$ cat src/rtl/lif_pkg.sv
// Shared sizing constants and types for the time-multiplexed LIF scheduler.
package lif_pkg;

  localparam int unsigned N              = 8;
  localparam int unsigned W              = 8;
  localparam int unsigned THRESH_DEFAULT = 200;

  typedef enum logic [1:0] {
    IDLE,
    CALC,
    COMMIT
  } fsm_t;

  typedef logic [$clog2(N)-1:0] slot_t;

endpackage

$ cat src/rtl/lif_tdm_scheduler_if.sv
// Control/observation bundle between the pin-side driver and the LIF scheduler.
interface lif_tdm_scheduler_if;
  import lif_pkg::*;

  logic         en;
  logic [W-1:0] current;
  logic         cfg_we;
  slot_t        cfg_addr;
  logic [W-1:0] cfg_data;
  slot_t        slot;
  logic         busy;
  logic [W-1:0] state;
  logic [N-1:0] spike;
  logic         frame_done;

  modport master (
    output en, current, cfg_we, cfg_addr, cfg_data,
    input  slot, busy, state, spike, frame_done
  );

  modport slave (
    input  en, current, cfg_we, cfg_addr, cfg_data,
    output slot, busy, state, spike, frame_done
  );

endinterface

$ cat src/rtl/lif_update.sv
// Combinational leaky-integrate-and-fire step for one neuron: leak by half,
// add current (suppressed while refractory), saturate, compare to threshold.
module lif_update
  import lif_pkg::*;
(
  input  logic [W-1:0] mem,
  input  logic [W-1:0] current,
  input  logic [W-1:0] thr,
  input  logic [1:0]   refr,
  output logic [W-1:0] next,
  output logic         fire
);

  logic [W-1:0] eff;
  logic [W:0]   sum;

  always_comb begin
    eff  = (refr != 2'd0) ? '0 : current;
    sum  = {1'b0, eff} + {2'b00, mem[W-1:1]};
    next = sum[W] ? '1 : sum[W-1:0];
    fire = (refr == 2'd0) && (next >= thr);
  end

endmodule

$ cat src/rtl/lif_tdm_scheduler.sv
// Round-robin scheduler sharing one lif_update across N virtual neurons,
// two cycles per neuron (CALC, COMMIT), publishing a spike vector per frame.
module lif_tdm_scheduler
  import lif_pkg::*;
#(
  parameter int unsigned REFRAC = 2
) (
  input logic               clk,
  input logic               rst_n,
  lif_tdm_scheduler_if.slave bus
);

  fsm_t         fsm_q, fsm_d;
  slot_t        slot_q, slot_d;

  logic [W-1:0] mem  [N];
  logic [W-1:0] thr  [N];
  logic [1:0]   refr [N];

  logic [W-1:0] upd_next, next_q;
  logic         upd_fire, fire_q;
  logic [N-1:0] shadow_q, shadow_set, spike_q;
  logic         frame_done_q;
  logic         last_commit;

  lif_update u_update (
    .mem     (mem[slot_q]),
    .current (bus.current),
    .thr     (thr[slot_q]),
    .refr    (refr[slot_q]),
    .next    (upd_next),
    .fire    (upd_fire)
  );

  assign last_commit = (fsm_q == COMMIT) && (slot_q == slot_t'(N - 1));

  always_comb begin
    fsm_d  = fsm_q;
    slot_d = slot_q;
    case (fsm_q)
      IDLE: begin
        if (bus.en) begin
          fsm_d  = CALC;
          slot_d = '0;
        end
      end
      CALC: fsm_d = COMMIT;
      COMMIT: begin
        if (last_commit) begin
          // Slot only moves on entry to CALC; IDLE keeps the last slot shown.
          if (bus.en) begin
            fsm_d  = CALC;
            slot_d = '0;
          end else begin
            fsm_d = IDLE;
          end
        end else begin
          fsm_d  = CALC;
          slot_d = slot_q + slot_t'(1);
        end
      end
      default: fsm_d = IDLE;
    endcase
  end

  always_ff @(posedge clk or negedge rst_n) begin
    if (!rst_n) begin
      fsm_q  <= IDLE;
      slot_q <= '0;
    end else begin
      fsm_q  <= fsm_d;
      slot_q <= slot_d;
    end
  end

  // Threshold writes land on the clock edge, so a concurrent CALC sees the old value.
  always_ff @(posedge clk or negedge rst_n) begin
    if (!rst_n) begin
      thr <= '{default: W'(THRESH_DEFAULT)};
    end else if (bus.cfg_we) begin
      thr[bus.cfg_addr] <= bus.cfg_data;
    end
  end

  always_comb begin
    shadow_set         = shadow_q;
    shadow_set[slot_q] = fire_q;
  end

  always_ff @(posedge clk or negedge rst_n) begin
    if (!rst_n) begin
      mem          <= '{default: '0};
      refr         <= '{default: '0};
      next_q       <= '0;
      fire_q       <= 1'b0;
      shadow_q     <= '0;
      spike_q      <= '0;
      frame_done_q <= 1'b0;
    end else begin
      frame_done_q <= last_commit;
      if (fsm_q == CALC) begin
        next_q <= upd_next;
        fire_q <= upd_fire;
      end
      if (fsm_q == COMMIT) begin
        if (fire_q) begin
          mem[slot_q]  <= '0;
          refr[slot_q] <= 2'(REFRAC);
        end else begin
          mem[slot_q] <= next_q;
          if (refr[slot_q] != 2'd0) refr[slot_q] <= refr[slot_q] - 2'd1;
        end
        if (last_commit) begin
          spike_q  <= shadow_set;
          shadow_q <= '0;
        end else begin
          shadow_q <= shadow_set;
        end
      end
    end
  end

  assign bus.slot       = slot_q;
  assign bus.busy       = (fsm_q != IDLE);
  assign bus.state      = next_q;
  assign bus.spike      = spike_q;
  assign bus.frame_done = frame_done_q;

endmodule

$ cat src/flat_wrapper.sv
// flat-port wrapper written by rule: the top's interface ports become plain ports
module lif_tdm_scheduler_flat import lif_pkg::*;
#(
  parameter int unsigned REFRAC = 2
)
  (clk, rst_n, bus_en, bus_current, bus_cfg_we, bus_cfg_addr, bus_cfg_data, bus_slot, bus_busy, bus_state, bus_spike, bus_frame_done);
  lif_tdm_scheduler_if bus_i ();
  input logic clk;
  input logic rst_n;
  input wire logic [$bits(bus_i.en)-1:0] bus_en;
  input wire logic [$bits(bus_i.current)-1:0] bus_current;
  input wire logic [$bits(bus_i.cfg_we)-1:0] bus_cfg_we;
  input wire logic [$bits(bus_i.cfg_addr)-1:0] bus_cfg_addr;
  input wire logic [$bits(bus_i.cfg_data)-1:0] bus_cfg_data;
  output wire logic [$bits(bus_i.slot)-1:0] bus_slot;
  output wire logic [$bits(bus_i.busy)-1:0] bus_busy;
  output wire logic [$bits(bus_i.state)-1:0] bus_state;
  output wire logic [$bits(bus_i.spike)-1:0] bus_spike;
  output wire logic [$bits(bus_i.frame_done)-1:0] bus_frame_done;
  assign bus_i.en = bus_en;
  assign bus_i.current = bus_current;
  assign bus_i.cfg_we = bus_cfg_we;
  assign bus_i.cfg_addr = bus_cfg_addr;
  assign bus_i.cfg_data = bus_cfg_data;
  assign bus_slot = bus_i.slot;
  assign bus_busy = bus_i.busy;
  assign bus_state = bus_i.state;
  assign bus_spike = bus_i.spike;
  assign bus_frame_done = bus_i.frame_done;
  lif_tdm_scheduler #(.REFRAC(REFRAC)) u_core (.clk(clk), .rst_n(rst_n), .bus(bus_i));
endmodule
$ cat config.mk
export PLATFORM = sky130hd
export DESIGN_NAME = lif_tdm_scheduler_flat
export DESIGN_NICKNAME = d
export VERILOG_FILES = /design/src/rtl/lif_pkg.sv /design/src/rtl/lif_tdm_scheduler_if.sv /design/src/rtl/lif_update.sv /design/src/rtl/lif_tdm_scheduler.sv /design/src/flat_wrapper.sv
export SDC_FILE = /design/constraint.sdc
export NUM_CORES = 1
export LEC_CHECK = 0
export BUFFER_PORTS_ARGS = -buffer_cell sky130_fd_sc_hd__buf_2
export CELL_PAD_IN_SITES_DETAIL_PLACEMENT = 1
export CELL_PAD_IN_SITES_GLOBAL_PLACEMENT = 1
export CORE_MARGIN = 2
export CORE_UTILIZATION = 46
export CTS_BUF_LIST = sky130_fd_sc_hd__clkbuf_8
export DETAILED_ROUTE_END_ITERATION = 8
export GPL_TIMING_DRIVEN = 0
export PLACE_DENSITY = 0.79
export SLEW_MARGIN = 25
export SYNTH_ARGS = -nofsm -noshare
export SYNTH_HDL_FRONTEND = slang
export SYNTH_SLANG_ARGS = --single-unit
$ cat constraint.sdc
create_clock -name clk -period 4.6 [get_ports clk]
set_input_delay 0.46 -clock clk [delete_from_list [all_inputs] [get_ports clk]]
set_output_delay 0.46 -clock clk [all_outputs]
set_load 0.005 [all_outputs]
# --- Word level (Yosys, flattened, before mapping) ---
# Cells that the tools add are included.
# W data, S select, Z words.
op_classes:
  n_addsub: 3
  n_lt_le_gt_ge: 7
  n_eq_ne: 4
  n_mux: 34
  n_bitwise: 7
  n_reduce_logical: 13
op_table:
  columns: ["cell", "count"]
  rows:
  - ["$bwmux W64", 2]
  - ["$mux W8", 9]
  - ["$and A64 B64 Y64", 1]
  - ["$mux W64", 1]
  - ["$not A64 Y64", 1]
  - ["$bmux W8 S3", 2]
  - ["$demux W8 S3", 2]
  - ["$mux W16", 2]
  - ["$bwmux W16", 1]
  - ["$add A8 B7 Y9", 1]
  - ["$and A8 B8 Y8", 1]
  - ["$bwmux W8", 1]
  - ["$ge A4 B4 Y1 const B", 2]
  - ["$ge A8 B8 Y1", 1]
  - ["$lt A4 B1 Y1 const B", 2]
  - ["$mux W2", 4]
  - ["$not A3 Y4", 2]
  - ["$not A8 Y8", 1]
  - ["$or A8 B8 Y8", 1]
  - ["$reduce_bool A2 Y1", 4]
  - ["$bmux W2 S3", 1]
  - ["$demux W2 S3", 1]
  - ["$mux W3", 2]
  - ["$pmux W2 S3", 1]
  - ["14 further kinds", 22]
totals:
  register_bits: 175
  out_inout_bits: 21

# --- Depth between registers and ports, before layout ---
# Gate-level depths: netlist of the first run.
logic_depth:
  ltp_word: 10
  mapped_depth: 22

# --- Hierarchy ---
# From an unflattened synthesis of the first run, not the netlist that was laid out.
hier_totals:
  cells_unflattened: 765
  area_unflattened_um2: 8698.3
by_module_without_submodules:
  columns: ["module", "n_inst", "cells_per_inst", "area_per_inst_um2"]
  rows:
  - ["lif_tdm_scheduler", 1, 684, 8055.2]
  - ["lif_update", 1, 81, 643.1]

# --- Worst setup path before layout of the first run ---
# No wires, ideal clock.
synth_path:
  kind: "register -> register"
  start: "register u_core.slot_q[2] (netlist: u_core.bus.slot[2])"
  end: "register u_core.fire_q"
  setup_time_ps: 132
  arrival_time_ps: 4237
  required_time_ps: 4468
  slack_ps: 231
  stages_incl_launch_ff: 22
  path_cell_list: "dfrtp_1 -> buf_2 -> buf_2 -> buf_2 -> buf_2 -> nand3_1 -> o211ai_1 -> a22oi_1 -> ha_1 -> clkbuf_1 -> and2_1 -> ha_1 -> clkbuf_2 -> nand3_1 -> or3_1 -> a2111oi_2 -> nor2_1 -> ha_1 -> and3_1 -> a22o_1 -> o31ai_1 -> o31ai_1"
synth_via:
  elab_chain_cells: 10
  elab_cells_between_ends: 17
  cone_classes: "add/sub (1); order compare (1); mux (11); bitwise (1); reduce/logical (3)"
synth_rtl:
  columns: ["element", "line", "rtl"]
  rows:
  - ["start, declared", "lif_tdm_scheduler.sv:14", "slot_t slot_q, slot_d;"]
  - ["start signal, assigned", "lif_tdm_scheduler.sv:72", "slot_q <= slot_d;"]
  - ["$not A3 Y4 (not written as such) (*)", "lif_tdm_scheduler.sv:27, lif_tdm_scheduler.sv:30", null]
  - ["$bmux W2 S3", "lif_tdm_scheduler.sv:30", ".refr (refr[slot_q]),"]
  - ["$mux W2 (not written as such) (2 in series)", "lif_tdm_scheduler.sv:30", null]
  - ["$reduce_bool A2 Y1", "lif_update.sv:18", "eff = (refr != 2'd0) ? '0 : current;"]
  - ["$mux W8", "lif_update.sv:18", null]
  - ["$add A8 B7 Y9 (*)", "lif_update.sv:19", "sum = {1'b0, eff} + {2'b00, mem[W-1:1]};"]
  - ["$mux W8 (*)", "lif_update.sv:20", "next = sum[W] ? '1 : sum[W-1:0];"]
  - ["named net u_core.u_update.next[7]", "lif_update.sv:10", "output logic [W-1:0] next,"]
  - ["$ge A8 B8 Y1 (*)", "lif_update.sv:21", "fire = (refr == 2'd0) && (next >= thr);"]
  - ["$logic_and A1 B1 Y1 (*)", "lif_update.sv:21", null]
  - ["end signal, assigned", "lif_tdm_scheduler.sv:103", "fire_q <= upd_fire;"]
  - ["end, declared", "lif_tdm_scheduler.sv:21", "logic upd_fire, fire_q;"]
# Mark *: on every way through the listed nets, which the timed path passes. The rest lies on a longest branch. The select of a mux whose other input is x is not followed.
# A chain may end at the register's enable or synchronous reset.

# --- Worst setup path in the final report of the first run ---
layout_path:
  start: "register u_core.slot_q[0] (netlist: u_core.bus.slot[0])"
  end: "register u_core.fire_q"
# Same word-level chain as after synthesis.

==> results.sh, run 1 <==
export IMPL_grt_overflow_total=0
export IMPL_worst_pin_slew_ps=1007
export IMPL_start_util_pct=47.41
export IMPL_gp_congestion=0.9028
export IMPL_multi_input_area_um2=3891
export IMPL_crit_required_ps=4970
export IMPL_synth_top_family_by_area="multiplexers"
export IMPL_min_period_over_period_pct=96.66
export IMPL_dieArea_um2=19040
export IMPL_cp_start_kind="flip-flop"
export IMPL_dr_total_vias=6529
export IMPL_critical_path_depth=16
export IMPL_path_buf_inv=3
export IMPL_synth_simple_gate_area_share_pct=11.74
export IMPL_maxCapViolations=0
export IMPL_row_count=48
export IMPL_clk_pin_slew_ps=90
export IMPL_synth_xor_area_share_pct=0.2122
export IMPL_async_flop_share_pct=100.0
export IMPL_clk_path_buf_depth=2
export IMPL_grt_max_degree=71
export IMPL_syn_area_um2=8257
export IMPL_numCtsBuffers=17
export IMPL_total_power_uw=6488
export IMPL_area_growth_syn_to_layout_pct=14.74
export IMPL_power_density_nw_per_um2=684.8
export IMPL_cts_max_level=4
export IMPL_vdd_drop_max_mv=0.4421
export IMPL_grt_pass1_vias=6856
export IMPL_drtAntennaViolNets=0
export IMPL_cp_end_kind="flip-flop"
export IMPL_synth_edf_count=0
export IMPL_die_w_um=138.0
export IMPL_critPathTopFamily="compound AO/OA/AOI/OAI gates"
export IMPL_slowest_stage="nor3b_2"
export IMPL_fmax_ghz=0.2249
export IMPL_reg2reg_from="u_core.bus.slot[0]$_DFFE_PN0P_"
export IMPL_synthTopCellsByCount="dfrtp_1, nand2_1, mux2_2"
export IMPL_synthMuxAreaShare_pct=16.38
export IMPL_r2r_slack_ps=150
export IMPL_crit_chain="buf_6 -> buf_2 -> nor3b_2 -> a21oi_1 -> o2111ai_1 -> ha_4 -> o21ai_0 -> or2_2 -> a311oi_1 -> buf_4 -> nand2_1 -> ha_1 -> and3_1 -> a22o_1 -> o31ai_2 -> o31ai_1"
export IMPL_synth_distinct_cells=60
export IMPL_cp_max_fo=10
export IMPL_r2r_cells=16
export IMPL_critical_path_endpoint="u_core.fire_q$_DFFE_PN0N_"
export IMPL_fin_crit_ps=4447
export IMPL_synth_flop_cell="dfrtp_1"
export IMPL_synth_seq_cells=167
export IMPL_post_drt_via_cell_ratio=6.177
export IMPL_crit_start="u_core.bus.slot[0]$_DFFE_PN0P_"
export IMPL_slew_headroom_pct=32.50
export IMPL_p_leak_uw=0.004108
export IMPL_slowest_delay_ps=770
export IMPL_final_cells=1057
export IMPL_synth_area_leader_cell="dfrtp_1"
export IMPL_numPortBuffers=39
export IMPL_core_um2=17420
export IMPL_synth_fp_nets=793
export IMPL_dp_cells=1017
export IMPL_synth_most_common_cell="dfrtp_1"
export IMPL_critical_path_class="reg -> reg"
export IMPL_nFillCells=1910
export IMPL_postLayoutCoreUtil_pct=54.40
export IMPL_antenna_found_initial=0
export IMPL_final_area_um2=9474
export IMPL_grt_first_pass_wirelength_mm=39.78
export IMPL_grtUsageTotal_pct=28.40
export IMPL_ios=44
export IMPL_yosys_area_share_adder_pct=2.970
export IMPL_clock_latency_ps=480
export IMPL_dpl_hpwl_mm=18.09
export IMPL_synth_top_cell_area_share_pct=43.34
export IMPL_yosysSeqAreaShare_pct=50.98
export IMPL_yosysWarnings=0
export IMPL_synth_cells=751
export IMPL_synth_compound_area_share_pct=14.79
export IMPL_wl_mm=26.03
export IMPL_drt_iter0_markers=460
export IMPL_drv_slew=0
export IMPL_dr_pass1_iters=5
export IMPL_dieHeight_um=138.0
export IMPL_reg2reg_to="u_core.fire_q$_DFFE_PN0N_"
export IMPL_seq_area_um2=4210
export IMPL_wire_per_inst_um=24.63
export IMPL_hold_viol=0
export IMPL_cts_sinks=167
export IMPL_fin_nets=861
export IMPL_syn_area_per_cell_um2=10.99
export IMPL_status="finished, final reports clean"
export IMPL_synth_area_leaders="dfrtp_1, mux2_2, dfstp_2, nand2_1, o21ai_0"
export IMPL_final_setup_viol_count=0
export IMPL_drcViolationCount=0
export IMPL_clockRootBuffer="clkbuf_8"
export IMPL_tritoncts="built"
export IMPL_tns_ps=0
export IMPL_min_path_type="in -> reg"
export IMPL_drive_gt1_share_pct=30.53
export IMPL_antenna_cells=0
export IMPL_critPathArrivalTime_ps=4810
export IMPL_place_area_um2=8798
export IMPL_skew_ps=12.30
worst register-to-register path, stage by stage (launching register included):
cell and delay, ps:
dfrtp_1 400, buf_6 160, buf_2 240, nor3b_2 770, a21oi_1 270, o2111ai_1 240, ha_4 230, o21ai_0 140
or2_2 320, a311oi_1 290, buf_4 180, nand2_1 70, ha_1 290, and3_1 200, a22o_1 240, o31ai_2 180
o31ai_1 110
flip-flops by register name, summed over array words and instances (netlist names):
signal	flops
u_core.mem	56
u_core.thr	64
u_core.shadow_q	8
u_core.fsm_q	2
u_core.bus.frame_done	1
u_core.bus.state	8
u_core.bus.slot	3
u_core.fire_q	1
u_core.bus.spike	8
u_core.refr	16
cell families (layout without fill, tap and decap cells):
logic type | after synthesis | in the layout
xor+xnor | 2 | 2
mux | 115 | 115
compound gates | 190 | 190
fa+ha+maj | 19 | 19
simple gates | 201 | 201
buf+inv | 57 | 138
flops | 167 | 167
where the power goes:
group	total, uW	internal (uW)	leakage [uW]	switching [uW]
Sequential	2180	1920	0.00206	262
Combinational	3260	1350	0.00186	1910
Clock	1050	462	0.000191	587
Total	6490	3730	0.00411	2760
through the flow:
stage                     worst slack [ps]  hold slack (ps)
after floorplan                      231.1            164.4
after global placement              -714.5            456.6
after detailed placement            -865.5            349.8
after CTS                            1.639            283.3
after global routing                -10.64            325.5
final                                153.5            295.5
area by class of cell:
type	count	share of cell area, %
plain buffers	45	3.526
clock buffers	19	2.760
clock inverters	13	1.255
inverters	10	0.4094
multi-input cells	527	41.07
flip-flops and latches	167	44.44
well taps	225	2.971
repair buffers	51	3.566
routing by layer:
| layer | GRT usage (%) | vias up | wire, um | share of wire, % |
|---|---|---|---|---|
| li1 | - | 2855 | - | - |
| met1 | 36.22 | 3378 | 10730 | 41 |
| met2 | 48.54 | 239 | 13060 | 50 |
| met3 | 4.788 | 57 | 1531 | 5.9 |
| met4 | 10.66 | 0 | 710 | 2.7 |
| met5 | 0 | - | 0 | 0 |
worst min-delay path by stage:
stage / startpoint / end / slack, ps / depth (start not counted)
4_1_cts: bus_en / u_core.fsm_q[0]$_DFFE_PN0P_ / 280 / 3
6_report: bus_en / u_core.fsm_q[0]$_DFFE_PN0P_ / 300 / 3
3_5_place_dp: rst_n / u_core.mem[29]$_DFFE_PN0P_ / 350 / 1
5_1_grt: bus_en / u_core.fsm_q[0]$_DFFE_PN0P_ / 330 / 3
2_1_floorplan: rst_n / u_core.bus.frame_done$_DFF_PN0_ / 160 / 0
3_3_place_gp: u_core.shadow_q[1]$_DFFE_PN0P_ / u_core.shadow_q[1]$_DFFE_PN0P_ / 460 / 2
cells in the final DEF (no fill, tap or decap), types with 17 or more instances in the layout:
| cell type | n |
|---|---|
| nor2_1 | 27 |
| dfrtp_1 | 142 |
| nand2_1 | 109 |
| mux2i_1 | 17 |
| mux2_2 | 91 |
| clkbuf_8 | 19 |
| a21oi_1 | 17 |
| o21ai_0 | 75 |
| clkbuf_1 | 23 |
| dfstp_2 | 24 |
| buf_2 | 41 |
timing repair:
action                                  4_1_cts  5_1_grt
hold endpoints to repair                     34        0
resized for setup                            49       17
pin swaps                                     3        3
buffers inserted                              5        4
hold buffers                                  1        0
endpoints found under the setup margin        1        1
No activity file was read; power rests on OpenSTA's default activity.
==> run 2, diff against run 1 <==
==> constraint.sdc (replaced) <==
create_clock -name clk -period 4.6 [get_ports clk]
set_input_delay 0 -clock clk [delete_from_list [all_inputs] [get_ports clk]]
set_output_delay 0 -clock clk [all_outputs]
set_load 0.005 [all_outputs]
==> run 2 against run 1 <==
  * Combinational power hardly changed
  * Core utilization grew 0.63 points
  * Total power grew 0.10%
  * Setup slack got worse by 39 ps
  * Maximum frequency shrank 0.88%
  * Wire length down 0.17%
  * Largest cell class unchanged
  * Highest routed layer unchanged
==> results.sh, run 2 (synthesized netlist as in run 1, its figures left out) <==
export IMPL_ios=44
export IMPL_cp_max_fo=10
export IMPL_power_switching_uw=2762
export IMPL_clock_latency_ps=480
export IMPL_slew_headroom_pct=31.75
export IMPL_dr_pass1_iters=5
export IMPL_status="finished, final reports clean"
export IMPL_crit_start="u_core.bus.slot[1]$_DFFE_PN0P_"
export IMPL_power_density_nw_per_um2=677.6
export IMPL_p_seq_share_pct=33.6
export IMPL_pwr_share_clk_pct=16.1
export IMPL_tns_ps=0
export IMPL_clk_path_buf_depth=2
export IMPL_drive_gt1_share_pct=30.29
export IMPL_min_path_type="in -> async"
export IMPL_start_util_pct=47.41
export IMPL_place_ws_ps=-865.5
export IMPL_dpl_hpwl_mm=18.09
export IMPL_r2r_cells=16
export IMPL_r2r_slack_ps=110
export IMPL_grt_overflow_total=0
export IMPL_cp_end_kind="flip-flop"
export IMPL_p_leak_uw=0.004155
export IMPL_grtUsageTotal_pct=28.56
export IMPL_grt_max_degree=71
export IMPL_timing_hold_ws_ps=47.02
export IMPL_antenna_found_initial=0
export IMPL_wl_mm=25.99
export IMPL_dp_cells=1017
export IMPL_setup_ws_ps=114.0
export IMPL_drt_iter0_markers=535
export IMPL_final_cell_mix="dfrtp_1, nand2_1, mux2_2"
export IMPL_internal_power_uw=3732
export IMPL_critical_path_endpoint="u_core.fire_q$_DFFE_PN0N_"
export IMPL_maxCapViolations=0
export IMPL_clockRootBuffer="clkbuf_8"
export IMPL_row_count=48
export IMPL_place_area_um2=8798
export IMPL_vdd_drop_max_mv=0.4398
export IMPL_cts_max_level=4
export IMPL_antenna_cells=0
export IMPL_reg2reg_from="u_core.bus.slot[1]$_DFFE_PN0P_"
export IMPL_skew_ps=12.74
export IMPL_reg2reg_to="u_core.fire_q$_DFFE_PN0N_"
export IMPL_grt_first_pass_wirelength_mm=39.97
export IMPL_final_area_um2=9584
export IMPL_drcViolationCount=0
export IMPL_crit_required_ps=4960
export IMPL_pwr_share_comb_pct=50.4
export IMPL_post_drt_via_cell_ratio=6.163
export IMPL_swShare_pct=42.53
export IMPL_nFillCells=1907
export IMPL_hold_viol=0
export IMPL_reg_top3="u_core.thr x64, u_core.mem x56, u_core.refr x16"
export IMPL_largest_register_ffs=64
export IMPL_core_um2=17420
export IMPL_wire_per_inst_um=24.36
export IMPL_drv_slew=0
export IMPL_critical_path_class="reg -> reg"
export IMPL_dr_total_vias=6576
export IMPL_clk_pin_slew_ps=100
export IMPL_critPathArrivalTime_ps=4850
export IMPL_die_w_um=138.0
export IMPL_cp_start_kind="flip-flop"
export IMPL_worst_pin_slew_ps=1018
export IMPL_dieArea_um2=19040
export IMPL_min_period_over_period_pct=97.52
export IMPL_top_register="u_core.thr"
export IMPL_tritoncts="built"
export IMPL_final_setup_viol_count=0
export IMPL_numPortBuffers=39
export IMPL_dieHeight_um=138.0
export IMPL_fmax_ghz=0.2229
export IMPL_area_growth_syn_to_layout_pct=16.08
export IMPL_grt_pass1_vias=6915
export IMPL_cts_sinks=167
export IMPL_final_common_cell="dfrtp_1"
export IMPL_numCtsBuffers=17
export IMPL_drtAntennaViolNets=0
export IMPL_final_cells=1067
export IMPL_fin_crit_ps=4486
export IMPL_fin_nets=871
export IMPL_gp_congestion=0.9028
run 2: final cells by class:
class,count,area [um^2],share of cell area (%)
Clock buffer,19,261.5,2.728
Clock inverter,13,118.9,1.240
Inverter,10,38.79,0.4047
Timing Repair Buffer,61,447.9,4.674
Multi-Input combinational cell,527,3891,40.60
Tap cell,225,281.5,2.937
Buffer,45,334.1,3.486
Sequential cell,167,4210,43.93
run 2: critical path: stages, from the launching register on:
cell and delay [ps]:
dfrtp_2 440, buf_6 180, clkbuf_1 510, nor2_1 110
a221oi_1 320, o21ai_0 340, ha_1 450, a211oi_2 110
or2_2 330, a311oi_1 290, buf_4 180, nand2_1 80
ha_1 290, and3_1 200, a22o_1 240, o31ai_2 180
o31ai_1 110
run 2: metrics by stage:
stage / total power, uW / utilization [%]
floorplan: 4090 / -
global placement: 4897 / 50.14
detailed placement: 5096 / 50.52
CTS: 6311 / 54.53
global route: 6889 / 55.03
finish: 6495 / 55.03
run 2: worst min path at each step:
stage                      start                               to  slack, ps  depth (start not counted)
after floorplan            rst_n  u_core.bus.frame_done$_DFF_PN0_       -300                          0
after global placement    bus_en      u_core.fsm_q[0]$_DFFE_PN0P_        280                          3
after detailed placement   rst_n       u_core.mem[29]$_DFFE_PN0P_       -110                          1
after CTS                  rst_n  u_core.bus.spike[6]$_DFFE_PN0P_         50                          3
after global routing       rst_n  u_core.bus.spike[6]$_DFFE_PN0P_         70                          3
final                      rst_n  u_core.bus.spike[6]$_DFFE_PN0P_         50                          3
run 2: repair_timing:
item / CTS / global route
hold buffers: 11 / 0
resized for setup: 49 / 17
buffers inserted: 5 / 4
pin swaps: 3 / 3
gates cloned: 0 / 0
setup endpoints to repair: 1 / 1
hold endpoints to repair: 164 / 0
run 2: metal layers:
layer	GRT usage (%)	wire length, um
met1	36.50	10880
met2	48.84	13060
met3	4.678	1387
met4	10.66	660
met5	0	0
run 2: power groups by stage:
stage | clock [uW] | combinational, uW | sequential, uW
2_1_floorplan | 0 | 1980 | 2110
3_3_place_gp | 0 | 2740 | 2150
3_5_place_dp | 0 | 2900 | 2190
4_1_cts | 1050 | 3090 | 2170
5_1_grt | 1100 | 3570 | 2220
6_report | 1040 | 3270 | 2180
==> run 3, diff against run 2 <==
--- a/config.mk
+++ b/config.mk
@@ -15,4 +15,5 @@
 export GPL_TIMING_DRIVEN = 0
 export PLACE_DENSITY = 0.79
+export RECOVER_POWER = 25
 export SLEW_MARGIN = 25
 export SYNTH_ARGS = -nofsm -noshare
==> constraint.sdc (replaced) <==
create_clock -name clk -period 4.6 [get_ports clk]
set_input_delay 0 -clock clk [delete_from_list [all_inputs] [get_ports clk]]
set_output_delay 0 -clock clk [all_outputs]
set_load 0.05 [all_outputs]
==> run 3 against run 2 <==
  * The flow now finishes with violations (capacitance limit, slew limit)
  * Maximum frequency up 1.1%
  * Sequential power about the same
  * Critical path depth fell by 1
  * Total power is 3.5% higher
  * Clock power is essentially flat
  * Die area did not move
  * Critical endpoint unchanged
  * Clock skew grew 4.4 ps
  * Combinational power increased by 6.1%
==> results.sh, run 3 (synthesized netlist as in run 1, its figures left out) <==
export IMPL_status="complete, but fails checks"
export IMPL_violations="capacitance limit, slew limit"
export IMPL_grt_setup_unrepaired="false"
export IMPL_area_growth_syn_to_layout_pct=15.37
export IMPL_dieArea_um2=19040
export IMPL_grtUsageTotal_pct=28.77
export IMPL_final_common_cell="dfrtp_1"
export IMPL_cts_sinks=167
export IMPL_grt_max_degree=87
export IMPL_critPathArrivalTime_ps=4800
export IMPL_gp_congestion=0.9437
export IMPL_numPortBuffers=39
export IMPL_grt_pass1_vias=6928
export IMPL_drive_gt1_share_pct=30.82
export IMPL_dr_total_vias=6536
export IMPL_critical_path_class="reg -> reg"
export IMPL_dieHeight_um=138.0
export IMPL_cp_max_fo=10
export IMPL_numCtsBuffers=17
export IMPL_clk_path_buf_depth=2
export IMPL_reg_top3="u_core.thr x64, u_core.mem x56, u_core.refr x16"
export IMPL_nFillCells=1911
export IMPL_dr_pass1_iters=5
export IMPL_place_ws_ps=-852.5
export IMPL_final_area_um2=9525
export IMPL_min_path_type="in -> reg"
export IMPL_min_period_over_period_pct=96.49
export IMPL_final_cell_mix="dfrtp_1, nand2_1, mux2_2"
export IMPL_drt_iter0_markers=560
export IMPL_tns_ps=0
export IMPL_tritoncts="built"
export IMPL_hold_depth=4
export IMPL_hold_viol=0
export IMPL_postLayoutCoreUtil_pct=54.69
export IMPL_drcViolationCount=0
export IMPL_antenna_found_initial=0
export IMPL_worstHoldStart="bus_current[7]"
export IMPL_clock_latency_ps=490
export IMPL_grt_first_pass_wirelength_mm=40.23
export IMPL_slew_headroom_pct=-159.0
export IMPL_p_leak_uw=0.004121
export IMPL_wl_mm=25.95
export IMPL_r2r_cells=15
export IMPL_skew_ps=17.10
export IMPL_reg2reg_to="u_core.fire_q$_DFFE_PN0N_"
export IMPL_power_density_nw_per_um2=705.7
export IMPL_reg2reg_from="u_core.bus.slot[1]$_DFFE_PN0P_"
export IMPL_ios=44
export IMPL_fmax_ghz=0.2253
export IMPL_cp_end_kind="flip-flop"
export IMPL_maxCapViolations=1
export IMPL_top_register="u_core.thr"
export IMPL_dpl_hpwl_mm=17.96
export IMPL_largest_register_ffs=64
export IMPL_setup_ws_ps=161.3
export IMPL_final_cells=1062
export IMPL_worst_pin_slew_ps=3879
export IMPL_r2r_slack_ps=160
export IMPL_place_area_um2=8775
export IMPL_cts_max_level=4
export IMPL_start_util_pct=47.41
export IMPL_drv_slew=86
export IMPL_fin_crit_ps=4439
export IMPL_cp_start_kind="flip-flop"
export IMPL_vdd_drop_max_mv=0.4846
export IMPL_wire_per_inst_um=24.44
export IMPL_post_drt_via_cell_ratio=6.154
export IMPL_crit_required_ps=4970
export IMPL_dp_cells=1016
export IMPL_die_w_um=138.0
export IMPL_clockRootBuffer="clkbuf_8"
export IMPL_drtAntennaViolNets=0
export IMPL_core_um2=17420
export IMPL_holdPathEnd="u_core.bus.state[6]$_DFFE_PN0N_"
export IMPL_row_count=48
export IMPL_clk_pin_slew_ps=100
export IMPL_grt_overflow_total=0
export IMPL_final_setup_viol_count=0
export IMPL_fin_nets=866
export IMPL_antenna_cells=0
run 3: cell count changes in the layout (fill, tap and decap cells not counted), moves of 2 or more:
| cell | delta |
|---|---|
| ha_2 | +3 |
| clkinv_4 | +3 |
| dfrtp_1 | -2 |
| buf_8 | -3 |
| buf_12 | -2 |
| inv_6 | -2 |
| ha_4 | -2 |
| dfrtp_2 | +2 |
run 3: critical path: stages, from the launching register on:
cell and delay [ps]:
dfrtp_2 400, buf_6 170, clkbuf_1 560, nor2_1 110, a221oi_1 310, o21ai_0 330
ha_1 430, a211oi_2 100, or3_4 430, a2111oi_4 360, nor2_2 90, ha_1 310
and3_1 180, a22o_1 240, o31ai_2 190, o31ai_1 110
run 3: per-stage QoR:
stage               hold WS (ps)  power, uW
detailed placement         55.65       5319
floorplan                 -295.6       4311
finish                     73.43       6722
CTS                        69.28       6522
global route               90.43       7109
global placement           280.9       5128
run 3: layer usage:
layer  vias up  wire (um)  global-route usage (%)
met4         0        566                   8.447
li1       2857          -                       -
met1      3400      11150                   38.53
met3        50       1481                   5.519
met5         -          0                       0
met2       229      12750                   47.72
run 3: cell type report:
cell class	count	area (um^2)	share of cell area (%)
flip-flops and latches	167	4213	44.23
multi-input cells	527	3913	41.07
repair buffers	59	397.9	4.177
plain buffers	42	287.8	3.021
well taps	225	281.5	2.955
clock buffers	20	275.3	2.890
clock inverters	12	118.9	1.248
inverters	10	38.79	0.4072
run 3: power breakdown:
group	internal [uW]	leakage, uW	switching (uW)	total [uW]
Sequential	1920	0.00206	269	2190
Combinational	1330	0.00187	2140	3470
Clock	478	0.000192	586	1060
Total	3730	0.00412	2990	6720
run 3: worst max path at each step:
| stage | from | end | cells past startpoint |
|---|---|---|---|
| after floorplan | u_core.bus.slot[2]$_DFFE_PN0P_ | u_core.fire_q$_DFFE_PN0N_ | 21 |
| after global placement | u_core.bus.slot[0]$_DFFE_PN0P_ | u_core.fire_q$_DFFE_PN0N_ | 21 |
| after detailed placement | u_core.bus.slot[1]$_DFFE_PN0P_ | u_core.fire_q$_DFFE_PN0N_ | 20 |
| after CTS | u_core.bus.slot[2]$_DFFE_PN0P_ | u_core.fire_q$_DFFE_PN0N_ | 19 |
| after global routing | u_core.bus.slot[1]$_DFFE_PN0P_ | u_core.fire_q$_DFFE_PN0N_ | 15 |
| final | u_core.bus.slot[1]$_DFFE_PN0P_ | u_core.fire_q$_DFFE_PN0N_ | 15 |
run 3: repair_timing:
action | in CTS | in global routing
pin swaps | 2 | 7
setup buffers | 5 | 4
setup endpoints to repair | 1 | 1
hold endpoints to repair | 152 | 0
resized for setup | 39 | 28
hold buffers | 10 | 0
